--- config.mk ---
export PLATFORM = sky130hd
export DESIGN_NAME = ring_slide_seq
export DESIGN_NICKNAME = d
export VERILOG_FILES = /design/src/rtl/ring_slide_seq_pkg.sv /design/src/rtl/ring_slide_seq_deser.sv /design/src/rtl/ring_slide_seq.sv
export SDC_FILE = /design/constraint.sdc
export NUM_CORES = 1
export LEC_CHECK = 0
export ABC_CLOCK_PERIOD_IN_PS = 6150
export CAP_MARGIN = 15
export CORE_AREA = 10 10 249 251
export CTS_CLUSTER_DIAMETER = 100
export DETAILED_ROUTE_END_ITERATION = 10
export DIE_AREA = 0 0 259 261
export PLACE_DENSITY_LB_ADDON = 0.25
export SETUP_SLACK_MARGIN = 0.3
export SLEW_MARGIN = 20
export SYNTH_ARGS = -nofsm -noshare
export SYNTH_HDL_FRONTEND = slang
export SYNTH_SLANG_ARGS = --single-unit
--- constraint.sdc ---
create_clock -name clk_i -period 6.15 [get_ports clk_i]
set_input_delay 1.23 -clock clk_i [delete_from_list [all_inputs] [get_ports clk_i]]
set_output_delay 1.23 -clock clk_i [all_outputs]
set_load 0.05 [all_outputs]
--- src/rtl/ring_slide_seq_pkg.sv ---
// Shared types and constants for the per-cluster ring slide sequencer.
package ring_slide_seq_pkg;

  localparam int RingNrLanes   = 4;
  localparam int RingDataWidth = 64;
  localparam int RingMaxBeats  = 256;
  localparam int RingLenWidth  = $clog2(RingMaxBeats + 1);

  typedef logic [RingDataWidth-1:0] elen_t;

  // One slide/reduction transfer request; len counts lane beats.
  typedef struct packed {
    logic                    dir;
    logic                    bypass;
    logic [RingLenWidth-1:0] len;
  } ring_slide_req_t;

  typedef enum logic [1:0] {
    IDLE = 2'd0,
    CONF = 2'd1,
    XFER = 2'd2,
    DONE = 2'd3
  } ring_seq_state_e;

  // True when a requested beat count fits the configured maximum.
  function automatic logic len_in_range(input logic [RingLenWidth-1:0] len,
                                        input int max_beats);
    return int'(len) <= max_beats;
  endfunction

endpackage

--- src/rtl/ring_slide_seq_deser.sv ---
// Ring-word to lane-beat deserializer: collects NrLanes words from the
// router into one beat and holds it until the lane side takes it.
module ring_word_deser
  import ring_slide_seq_pkg::*;
#(
  parameter int NrLanes   = RingNrLanes,
  parameter int DataWidth = RingDataWidth
) (
  input  logic                         clk_i,
  input  logic                         rst_i,
  input  logic                         en_i,
  input  logic [DataWidth-1:0]         sldu_i,
  input  logic                         sldu_valid_i,
  output logic                         sldu_ready_o,
  output logic [NrLanes*DataWidth-1:0] rx_data_o,
  output logic                         rx_valid_o,
  input  logic                         rx_ready_i,
  output logic                         beat_done_o
);

  localparam int IdxWidth = (NrLanes > 1) ? $clog2(NrLanes) : 1;
  localparam logic [IdxWidth-1:0] LastIdx = IdxWidth'(NrLanes - 1);

  logic [NrLanes*DataWidth-1:0] slots_q;
  logic [IdxWidth-1:0]          rx_idx_q;
  logic                         rx_full_q;
  logic                         word_fire;

  // No intake while a completed beat is waiting: slots must stay stable.
  assign sldu_ready_o = en_i && !rx_full_q;
  assign word_fire    = sldu_valid_i && sldu_ready_o;
  assign beat_done_o  = word_fire && (rx_idx_q == LastIdx);
  assign rx_data_o    = slots_q;
  assign rx_valid_o   = rx_full_q;

  // Slot fill, index wrap and full-flag handshake.
  always_ff @(posedge clk_i) begin
    if (rst_i) begin
      slots_q   <= '0;
      rx_idx_q  <= '0;
      rx_full_q <= 1'b0;
    end else begin
      if (word_fire) begin
        slots_q[DataWidth*int'(rx_idx_q) +: DataWidth] <= sldu_i;
        rx_idx_q <= beat_done_o ? '0 : rx_idx_q + IdxWidth'(1);
      end
      if (beat_done_o) begin
        rx_full_q <= 1'b1;
      end else if (rx_full_q && rx_ready_i) begin
        rx_full_q <= 1'b0;
      end
    end
  end

endmodule

--- src/rtl/ring_slide_seq.sv ---
// Sequencer between the lane-side slide unit and the inter-cluster ring
// router: configures the router, serializes lane beats into ring words and
// reassembles returned words into lane beats.
module ring_slide_seq
  import ring_slide_seq_pkg::*;
#(
  parameter int NrLanes   = RingNrLanes,
  parameter int DataWidth = RingDataWidth,
  parameter int MaxBeats  = RingMaxBeats
) (
  input  logic                         clk_i,
  input  logic                         rst_i,
  input  logic                         req_valid_i,
  output logic                         req_ready_o,
  input  ring_slide_req_t              req_i,
  input  logic [NrLanes*DataWidth-1:0] tx_data_i,
  input  logic                         tx_valid_i,
  output logic                         tx_ready_o,
  output logic                         router_dir_o,
  output logic                         router_bypass_o,
  output logic                         router_conf_valid_o,
  output logic [DataWidth-1:0]         sldu_o,
  output logic                         sldu_valid_o,
  input  logic                         sldu_ready_i,
  input  logic [DataWidth-1:0]         sldu_i,
  input  logic                         sldu_valid_i,
  output logic                         sldu_ready_o,
  output logic [NrLanes*DataWidth-1:0] rx_data_o,
  output logic                         rx_valid_o,
  input  logic                         rx_ready_i,
  output logic                         done_o
);

  localparam int LenWidth = RingLenWidth;
  localparam int IdxWidth = (NrLanes > 1) ? $clog2(NrLanes) : 1;
  localparam logic [IdxWidth-1:0] LastIdx = IdxWidth'(NrLanes - 1);

  ring_seq_state_e state_q, state_d;

  logic [LenWidth-1:0]          len_q;
  logic [LenWidth-1:0]          tx_beats_q;
  logic [LenWidth-1:0]          rx_beats_q;
  logic                         router_dir_q;
  logic                         router_bypass_q;

  logic [NrLanes*DataWidth-1:0] tx_buf_q;
  logic                         tx_full_q;
  logic [IdxWidth-1:0]          tx_idx_q;

  logic                         req_fire;
  logic                         tx_fire;
  logic                         word_fire;
  logic                         rx_en;
  logic                         rx_beat_done;
  logic                         xfer_done;

  assign req_ready_o         = (state_q == IDLE);
  assign req_fire            = req_valid_i && req_ready_o;
  assign router_conf_valid_o = (state_q == CONF);
  assign done_o              = (state_q == DONE);
  assign router_dir_o        = router_dir_q;
  assign router_bypass_o     = router_bypass_q;

  // The serializer takes a new beat only into an empty buffer, so a freed
  // buffer is refilled one cycle after its last word leaves at the earliest.
  assign tx_ready_o   = (state_q == XFER) && !tx_full_q && (tx_beats_q < len_q);
  assign tx_fire      = tx_valid_i && tx_ready_o;
  assign sldu_valid_o = tx_full_q;
  assign sldu_o       = tx_buf_q[DataWidth*int'(tx_idx_q) +: DataWidth];
  assign word_fire    = sldu_valid_o && sldu_ready_i;

  // Words are still owed exactly while fewer than len beats are complete.
  assign rx_en = (state_q == XFER) && (rx_beats_q < len_q);

  assign xfer_done = (tx_beats_q == len_q) && !tx_full_q &&
                     (rx_beats_q == len_q) && !rx_valid_o;

  // Next-state logic for the request/configure/transfer/complete sequence.
  always_comb begin
    state_d = state_q;
    case (state_q)
      IDLE:    if (req_fire) state_d = CONF;
      CONF:    state_d = (router_bypass_q || (len_q == '0)) ? DONE : XFER;
      XFER:    if (xfer_done) state_d = DONE;
      DONE:    state_d = IDLE;
      default: state_d = IDLE;
    endcase
  end

  // State register and request latch; router config is held until the next
  // accepted request so the router keeps its last direction after done.
  always_ff @(posedge clk_i) begin
    if (rst_i) begin
      state_q         <= IDLE;
      len_q           <= '0;
      router_dir_q    <= 1'b0;
      router_bypass_q <= 1'b0;
    end else begin
      state_q <= state_d;
      if (req_fire) begin
        len_q           <= req_i.len;
        router_dir_q    <= req_i.dir;
        router_bypass_q <= req_i.bypass;
      end
    end
  end

  // Beat counters for both directions, restarted by each new request.
  always_ff @(posedge clk_i) begin
    if (rst_i || req_fire) begin
      tx_beats_q <= '0;
      rx_beats_q <= '0;
    end else begin
      if (tx_fire)      tx_beats_q <= tx_beats_q + LenWidth'(1);
      if (rx_beat_done) rx_beats_q <= rx_beats_q + LenWidth'(1);
    end
  end

  // TX serializer: one beat buffer drained word 0 first toward the router.
  always_ff @(posedge clk_i) begin
    if (rst_i) begin
      tx_buf_q  <= '0;
      tx_full_q <= 1'b0;
      tx_idx_q  <= '0;
    end else if (tx_fire) begin
      tx_buf_q  <= tx_data_i;
      tx_full_q <= 1'b1;
    end else if (word_fire) begin
      if (tx_idx_q == LastIdx) begin
        tx_full_q <= 1'b0;
        tx_idx_q  <= '0;
      end else begin
        tx_idx_q <= tx_idx_q + IdxWidth'(1);
      end
    end
  end

  ring_word_deser #(
    .NrLanes   (NrLanes),
    .DataWidth (DataWidth)
  ) i_deser (
    .clk_i        (clk_i),
    .rst_i        (rst_i),
    .en_i         (rx_en),
    .sldu_i       (sldu_i),
    .sldu_valid_i (sldu_valid_i),
    .sldu_ready_o (sldu_ready_o),
    .rx_data_o    (rx_data_o),
    .rx_valid_o   (rx_valid_o),
    .rx_ready_i   (rx_ready_i),
    .beat_done_o  (rx_beat_done)
  );

  a_len_in_range: assert property (
    @(posedge clk_i) disable iff (rst_i)
    req_fire |-> len_in_range(req_i.len, MaxBeats)
  );

endmodule

; ---- After elaboration in Yosys (flattened, before gate mapping)
; Index checks and enable logic that the tools add are counted.
[totals]
mem_bits_rw = 0
inputBits = 338
elab_cells = 69
romBits = 0
latchBits = 0
regBits = 549
mem_count = 0
[op_classes]
bitwise = 1
shift = 3
magnitude_cmp = 2
n_mux = 12
n_eq_ne = 9
multipliers = 0
n_reduce_logical = 25
div = 0
n_addsub = 5
[ops]
columns = op, count
row1 = bitwise mux 256 bit, 1
row2 = variable shift 64 x 33 -> 256 bit (first input constant), 1
row3 = indexed part select 256 x 9 -> 64 bit, 1
row4 = indexed part select 64 x 33 -> 256 bit, 1
row5 = negator 8 -> 33 bit, 1
row6 = adder 9 x 1 -> 9 bit (second input constant), 2
row7 = equality test 9 bit, 2
row8 = < comparator 9 bit, 2
row9 = logical AND 1 bit, 13
row10 = zero test 9 bit, 1
row11 = equality test 2 bit (second input constant), 4
row12 = 2-to-1 mux 2 bit, 4
row13 = case mux 2 bit (4 select lines), 1
row14 = 2-to-1 mux 1 bit, 6
row15 = AND reduction 2 bit, 3
row16 = nonzero test 2 bit, 3
row17 = adder 2 x 1 -> 2 bit (second input constant), 2
row18 = equality test 2 x 1 -> 1 bit (second input constant), 1
row19 = zero test 1 bit, 2
row20 = zero test 2 bit, 1
row21 = logical OR 1 bit, 2
row22 = inequality test 2 x 1 -> 1 bit (second input constant), 1
row23 = inequality test 2 bit (second input constant), 1
row24 = NOT 1 bit, 1

; ---- Depth between registers and ports, before layout
; Gate-level depths: netlist of run 1.
[logic_depth]
word_depth = 6
depth_mapped = 10

; ---- Hierarchy
; A second synthesis of run 1 with hierarchy kept.
[hier_totals]
cells_unflattened = 2651
area_unflattened_um2 = 22592.9
[modules_own_cells]
columns = module, instances, area_each_um2, cells_each
row1 = ring_slide_seq, 1, 13013.7, 1480
row2 = ring_word_deser, 1, 9579.2, 1171

; ---- Least setup slack after synthesis of run 1
; No wires, ideal clock.
[synth_timing]
kind = reg2out
from = register len_q[6]
to = output sldu_ready_o
arrival_ns = 2.091
required_time_ns = 4.920
n_path_buf = 2
path_slack_ns = 2.829
path_stages_with_launch = 9
cell_sequence = dfxtp_1 -> inv_1 -> ha_1 -> a211oi_2 -> nand2_1 -> o21ai_2 -> buf_2 -> buf_2 -> and3_1
[synth_via]
elab_chain_cells = 3
[synth_rtl]
columns = element, line
row1 = from (decl), ring_slide_seq.sv:40  ; logic [LenWidth-1:0] len_q;
row2 = from (signal assigned), ring_slide_seq.sv:101  ; len_q <= req_i.len;
row3 = < comparator 9 bit, ring_slide_seq.sv:73  ; assign rx_en = (state_q == XFER) && (rx_beats_q < len_q);
row4 = logical AND 1 bit, ring_slide_seq.sv:73
row5 = logical AND 1 bit, ring_slide_seq_deser.sv:30  ; assign sldu_ready_o = en_i && !rx_full_q;
row6 = to (decl), ring_slide_seq.sv:27  ; output logic sldu_ready_o,
; Every way passes these cells.

; ---- Worst setup path in the final report of run 1
[layout_timing]
from = register tx_idx_q[1]
to = output sldu_o[40]
[layout_via]
elab_chain_cells = 1
[layout_rtl]
columns = element, line
row1 = from (decl), ring_slide_seq.sv:48  ; logic [IdxWidth-1:0] tx_idx_q;
row2 = from (signal assigned), ring_slide_seq.sv:133  ; tx_idx_q <= tx_idx_q + IdxWidth'(1);
row3 = indexed part select 256 x 9 -> 64 bit, ring_slide_seq.sv:69  ; assign sldu_o = tx_buf_q[DataWidth*int'(tx_idx_q) +: DataWidth];
row4 = to (decl), ring_slide_seq.sv:22  ; output logic [DataWidth-1:0] sldu_o,
; Every way passes these cells.

==> impl_metrics.env, run 1 <==
export IMPL_run_status="complete, no violations"
export IMPL_fmax_ghz=0.2170
export IMPL_power_leakage_uw=0.01145
export IMPL_path_clk_slew_ps=60
export IMPL_setup_viol=0
export IMPL_synthFlopType="dfxtp_1"
export IMPL_synth_warnings=0
export IMPL_cts_sinks=549
export IMPL_synthTopCellsByArea="dfxtp_1, mux2_2, nand2_1, a21oi_1, mux4_2"
export IMPL_cts_tree="done"
export IMPL_postCtsSetupBuffers=0
export IMPL_hold_viol_final=0
export IMPL_critPathMaxFanout=37
export IMPL_min_period_ps=4609
export IMPL_setup_tns_ps=0
export IMPL_rsz0062_at_grt="false"
export IMPL_synth_cell_area_sq_mm=0.02384
export IMPL_relSlewSlack=0.2504
export IMPL_antenna_found_initial=18
export IMPL_tightestPinTransition_ps=1124
export IMPL_gp_congestion=0.9021
export IMPL_period_share=0.7494
export IMPL_rows=88
export IMPL_synthArstFlopShare=0
export IMPL_postLayoutCoreUtil=0.5727
export IMPL_synth_edf_count=0
export IMPL_drc=0
export IMPL_syn_avg_cell_area_sq_um=8.916
export IMPL_avgViaCountPerCell=5.341
export IMPL_cellPowerDensity_mw_per_mm2=297.0
export IMPL_clock_latency_ps=620
export IMPL_overflow=0
export IMPL_grt_pass1_wl_microns=135300
export IMPL_clock_root_buffer="clkbuf_16"
export IMPL_pre_cts_slack_ps=2033
export IMPL_grt_pass1_vias=21270
export IMPL_synth_top_area_cell="dfxtp_1"
export IMPL_ys_ff_latch=549
export IMPL_routed_wl_microns=92130
export IMPL_total_power_uw=9718
export IMPL_final_setup_worst_slack_ps=1541
export IMPL_critPathArrivalTime_ps=3380
export IMPL_intPower_uw=6746
export IMPL_max_vdd_ir_drop_uv=261.5
export IMPL_syn_nets=3042
export IMPL_pwr_share_seq=0.401
export IMPL_port_buffers=666
export IMPL_p_switching_uw=2972
export IMPL_grt_max_degree=200
export IMPL_hold_path_class="flip-flop to flip-flop"
export IMPL_drive_above_1_share=0.1213
export IMPL_die_w_microns=259
export IMPL_post_drt_wl_per_cell_microns=22.86
export IMPL_dp_hpwl_microns=66860
export IMPL_finalNetCount=3570
export IMPL_ys_seq_area_frac=0.4610
export IMPL_cp_data_required_time_ps=4920
export IMPL_synthToLayoutAreaGrowth_pct=37.27
export IMPL_start_util=0.4172
export IMPL_worst_setup_path_start_kind="flip-flop"
export IMPL_power_frac_comb=0.213
export IMPL_critPathKind="flip-flop to output port"
export IMPL_io_pins=667
export IMPL_hold_buffers=0
export IMPL_end_kind="output port"
export IMPL_cts_resized=0
export IMPL_maxCapViolations=0
export IMPL_core_area_sq_mm=0.05714
export IMPL_synth_commonest_cells="nand2_1, dfxtp_1, a21oi_1"
export IMPL_firstDrtPassIters=6
export IMPL_synth_cell_types=48
export IMPL_sw_frac_of_total=0.3058
export IMPL_vias=21530
export IMPL_drtIter0Drc=1402
export IMPL_yosysMostFrequentCell="nand2_1"
export IMPL_pwr_share_clk=0.385
export IMPL_numCtsBuffers=57
export IMPL_die_area_sq_mm=0.06760
export IMPL_die_y_microns=261
export IMPL_synthCells=2674
export IMPL_synth_top_area_frac=0.4610
export IMPL_cts_max_level=2
export IMPL_fin_skew_ps=26.16
export IMPL_drtAntennaViolNets=0
export IMPL_slew_viol_final=0
export IMPL_grtUsageTotal=0.2578
export IMPL_cts_max_path_buffers=3
## through the flow
stage	instances	hold slack (ps)	cell area (sq um)
floorplan	2674	433.1	23840
global placement	3907	439.6	30620
detailed placement	3907	443.8	30620
CTS	4012	451.9	32660
global route	4028	470.2	32720
finish	4030	450.3	32730
## cell type report
class,count,area [sq um]
inverters,18,67.56
well taps,765,957.2
repair buffers,690,6922
multi-input cells,1886,11700
clock buffers,81,1658
clock inverters,24,381.6
flip-flops and latches,549,11000
diodes,17,42.54
fillers,4944,24420
## power groups by stage
stage	clock, uW	sequential, uW	combinational, uW
global route	3940	3920	2220
global placement	0	3970	2010
floorplan	0	4070	1250
detailed placement	0	3990	2050
CTS	3810	3910	2060
finish	3740	3900	2070
## critical path, cell delays in order (launching register included)
cell and delay (ps):
dfxtp_2 1020, buf_4 540, mux4_2 280, clkdlybuf4s50_1 880
## final timing paths
path | from | cells after the start | end | slack [ps]
worst max-delay path | tx_idx_q[1] | 3 | sldu_o[40] | 1540
worst min-delay path | tx_buf_q[145] | 2 | tx_buf_q[145] | 450
worst max register to register | len_q[6] | 9 | i_deser.rx_data_o[51] | 2110
worst min register to register | tx_buf_q[145] | 2 | tx_buf_q[145] | 450
## logic make-up (layout without fill, tap and decap cells)
kind of cell,count (synthesis),after routing,synth area share
AND/OR/NAND/NOR,1144,1144,0.2205
XOR/XNOR,1,1,0.0003674
flip-flops,549,549,0.4610
AO/OA/AOI/OAI,451,451,0.09919
multiplexers,260,260,0.1528
buffers and inverters,239,813,0.05043
other,0,17,0
adder cells (fa/ha/maj),30,30,0.01574
## flip-flops by register name, indices dropped and copies added (netlist names)
name                count
tx_buf_q              256
rx_beats_q              9
len_q                   9
tx_beats_q              9
router_bypass_o         1
state_q                 2
sldu_valid_o            1
i_deser.rx_data_o     256
tx_idx_q                2
router_dir_o            1
i_deser.rx_idx_q        2
i_deser.rx_valid_o      1
## layout by cell type (no fill, tap or decap), types with 19 or more instances in the layout
master / count
buf_4: 19
nand4_1: 69
mux4_2: 64
nor2_1: 201
clkbuf_16: 58
a21oi_1: 353
nand2_1: 559
nor2b_1: 193
nand2b_1: 66
dfxtp_1: 547
clkdlybuf4s50_1: 665
ha_1: 30
o21ai_0: 71
mux2_2: 192
## layer usage
layer  vias to the layer above  global-route usage  routed length, microns
li1                      10080                   -                       -
met1                     10480              0.3143                   36720
met2                       790              0.4207                   43990
met3                       172             0.07277                    7522
met4                         4              0.1124                    3858
met5                         -                   0                      35
Power figures use the tool's default switching activity.
==> run 2: changes to the inputs <==
ABC_CLOCK_PERIOD_IN_PS = 4600   (was 6150)
clock period = 4.6 ns   (was 6.15 ns; I/O delays follow)
==> impl_metrics.env, run 2 (same netlist as run 1, synthesis figures left out) <==
export IMPL_cp_startpoint="len_q[4]"
export IMPL_rows=88
export IMPL_antenna_found_initial=13
export IMPL_numCtsBuffers=59
export IMPL_critPathMaxFanout=6
export IMPL_routed_wl_microns=92070
export IMPL_grt_pass1_wl_microns=136800
export IMPL_slew_viol_final=0
export IMPL_gr_usage_met3=0.08403
export IMPL_start_util=0.4172
export IMPL_crit_chain="inv_1 -> ha_1 -> a21oi_1 -> o21ai_1 -> a2111o_1 -> inv_1 -> clkdlybuf4s50_1"
export IMPL_pwr_share_seq=0.403
export IMPL_cts_max_path_buffers=3
export IMPL_power_leakage_uw=0.01153
export IMPL_end_kind="output port"
export IMPL_postCtsSetupBuffers=0
export IMPL_grt_max_degree=202
export IMPL_cellPowerDensity_mw_per_mm2=393.6
export IMPL_drtAntennaViolNets=0
export IMPL_worst_setup_path_start_kind="flip-flop"
export IMPL_port_buffers=666
export IMPL_cp_data_required_time_ps=3680
export IMPL_vias=21450
export IMPL_die_y_microns=261
export IMPL_busiest_layer="met2"
export IMPL_grtUsageMet2=0.4370
export IMPL_relSlewSlack=0.3737
export IMPL_final_cell_count_no_fill=4036
export IMPL_run_status="complete, no violations"
export IMPL_crit_family="buffers and inverters"
export IMPL_slowest_stage="clkdlybuf4s50_1"
export IMPL_sw_frac_of_total=0.3066
export IMPL_cts_sinks=549
export IMPL_fmax_ghz=0.2470
export IMPL_drive_above_1_share=0.1234
export IMPL_crit_path_frequent_cell="inv_1"
export IMPL_grt_pass1_vias=21400
export IMPL_rsz0062_at_grt="false"
export IMPL_power_frac_comb=0.216
export IMPL_setup_tns_ps=0
export IMPL_hold_viol_final=0
export IMPL_synthToLayoutAreaGrowth_pct=37.81
export IMPL_intPower_uw=8969
export IMPL_timing_rr_start="state_q[0]"
export IMPL_clock_latency_ps=630
export IMPL_tightestPinTransition_ps=939.4
export IMPL_die_w_microns=259
export IMPL_path_clk_slew_ps=60
export IMPL_die_area_sq_mm=0.06760
export IMPL_post_drt_wl_per_cell_microns=22.81
export IMPL_fin_hold_ws_ps=453.3
export IMPL_dp_cells=3919
export IMPL_final_cell_mix="clkdlybuf4s50_1, nand2_1, dfxtp_1"
export IMPL_cts_resized=0
export IMPL_avgViaCountPerCell=5.315
export IMPL_critPathArrivalTime_ps=3130
export IMPL_drtIter0Drc=1513
export IMPL_postLayoutCoreUtil=0.5750
export IMPL_dp_hpwl_microns=67740
export IMPL_drc=0
export IMPL_io_pins=667
export IMPL_gp_congestion=0.9108
export IMPL_grtUsageTotal=0.2599
export IMPL_hold_buffers=0
export IMPL_finalNetCount=3583
export IMPL_final_common_cell="clkdlybuf4s50_1"
export IMPL_period_share=0.8800
export IMPL_gr_usage_met1=0.3065
export IMPL_hold_path_startpoint="tx_buf_q[179]"
export IMPL_max_stage_delay_ps=850
export IMPL_critPathKind="flip-flop to output port"
export IMPL_core_area_sq_mm=0.05714
export IMPL_p_switching_uw=3965
export IMPL_cts_max_level=2
export IMPL_fillerInstances=4945
export IMPL_setup_viol=0
export IMPL_max_vdd_ir_drop_uv=311.3
export IMPL_firstDrtPassIters=5
export IMPL_pwr_share_clk=0.380
export IMPL_maxCapViolations=0
export IMPL_hold_path_class="flip-flop to flip-flop"
export IMPL_min_period_ps=4048
export IMPL_fin_skew_ps=32.12
export IMPL_cts_tree="done"
export IMPL_crit_buf_inv=3
export IMPL_clock_root_buffer="clkbuf_16"
export IMPL_overflow=0
run 2: area by class of cell:
type	count	area (sq um)	share of cell area
clock buffers	92	1802	0.05484
multi-input cells	1886	11700	0.3562
inverters	18	67.56	0.002056
diodes	12	30.03	0.0009139
well taps	765	957.2	0.02913
flip-flops and latches	549	11000	0.3347
clock inverters	13	205.2	0.006245
repair buffers	701	7097	0.2160
run 2: path summary, 6_finish.rpt:
kind	end	slack (ps)	cells past startpoint
max	tx_ready_o	550	7
min	tx_buf_q[179]	450	2
max reg2reg	i_deser.rx_data_o[116]	1550	7
min reg2reg	tx_buf_q[179]	450	2
run 2: per-stage QoR:
step                power, uW  worst slack, ps  area (sq um)
detailed placement       8102             1166         30820
global route            13440            417.6         32850
floorplan                7103             1589         23840
global placement         8048             1178         30820
CTS                     13010            490.4         32830
finish                  12930            551.9         32860
run 2: power by group through the flow:
stage / clock network [uW] / logic (uW) / registers [uW]
CTS: 5000 / 2800 / 5210
detailed placement: 0 / 2790 / 5320
global placement: 0 / 2750 / 5300
floorplan: 0 / 1670 / 5440
global route: 5200 / 2990 / 5240
finish: 4920 / 2800 / 5220
run 2: worst reg2reg max path: cells and delay by family, from the launching register on:
family,cells,cell delay [ps]
AO/OA/AOI/OAI,1,430
adder cells (fa/ha/maj),1,250
buffers and inverters,2,580
flip-flops,1,340
multiplexers,1,400
AND/OR/NAND/NOR,2,950
run 2: metal layers:
layer | share of wire | vias to the layer above
met5 | 0.00067 | -
met4 | 0.033 | 8
met3 | 0.086 | 144
met2 | 0.48 | 701
met1 | 0.40 | 10520
li1 | - | 10090
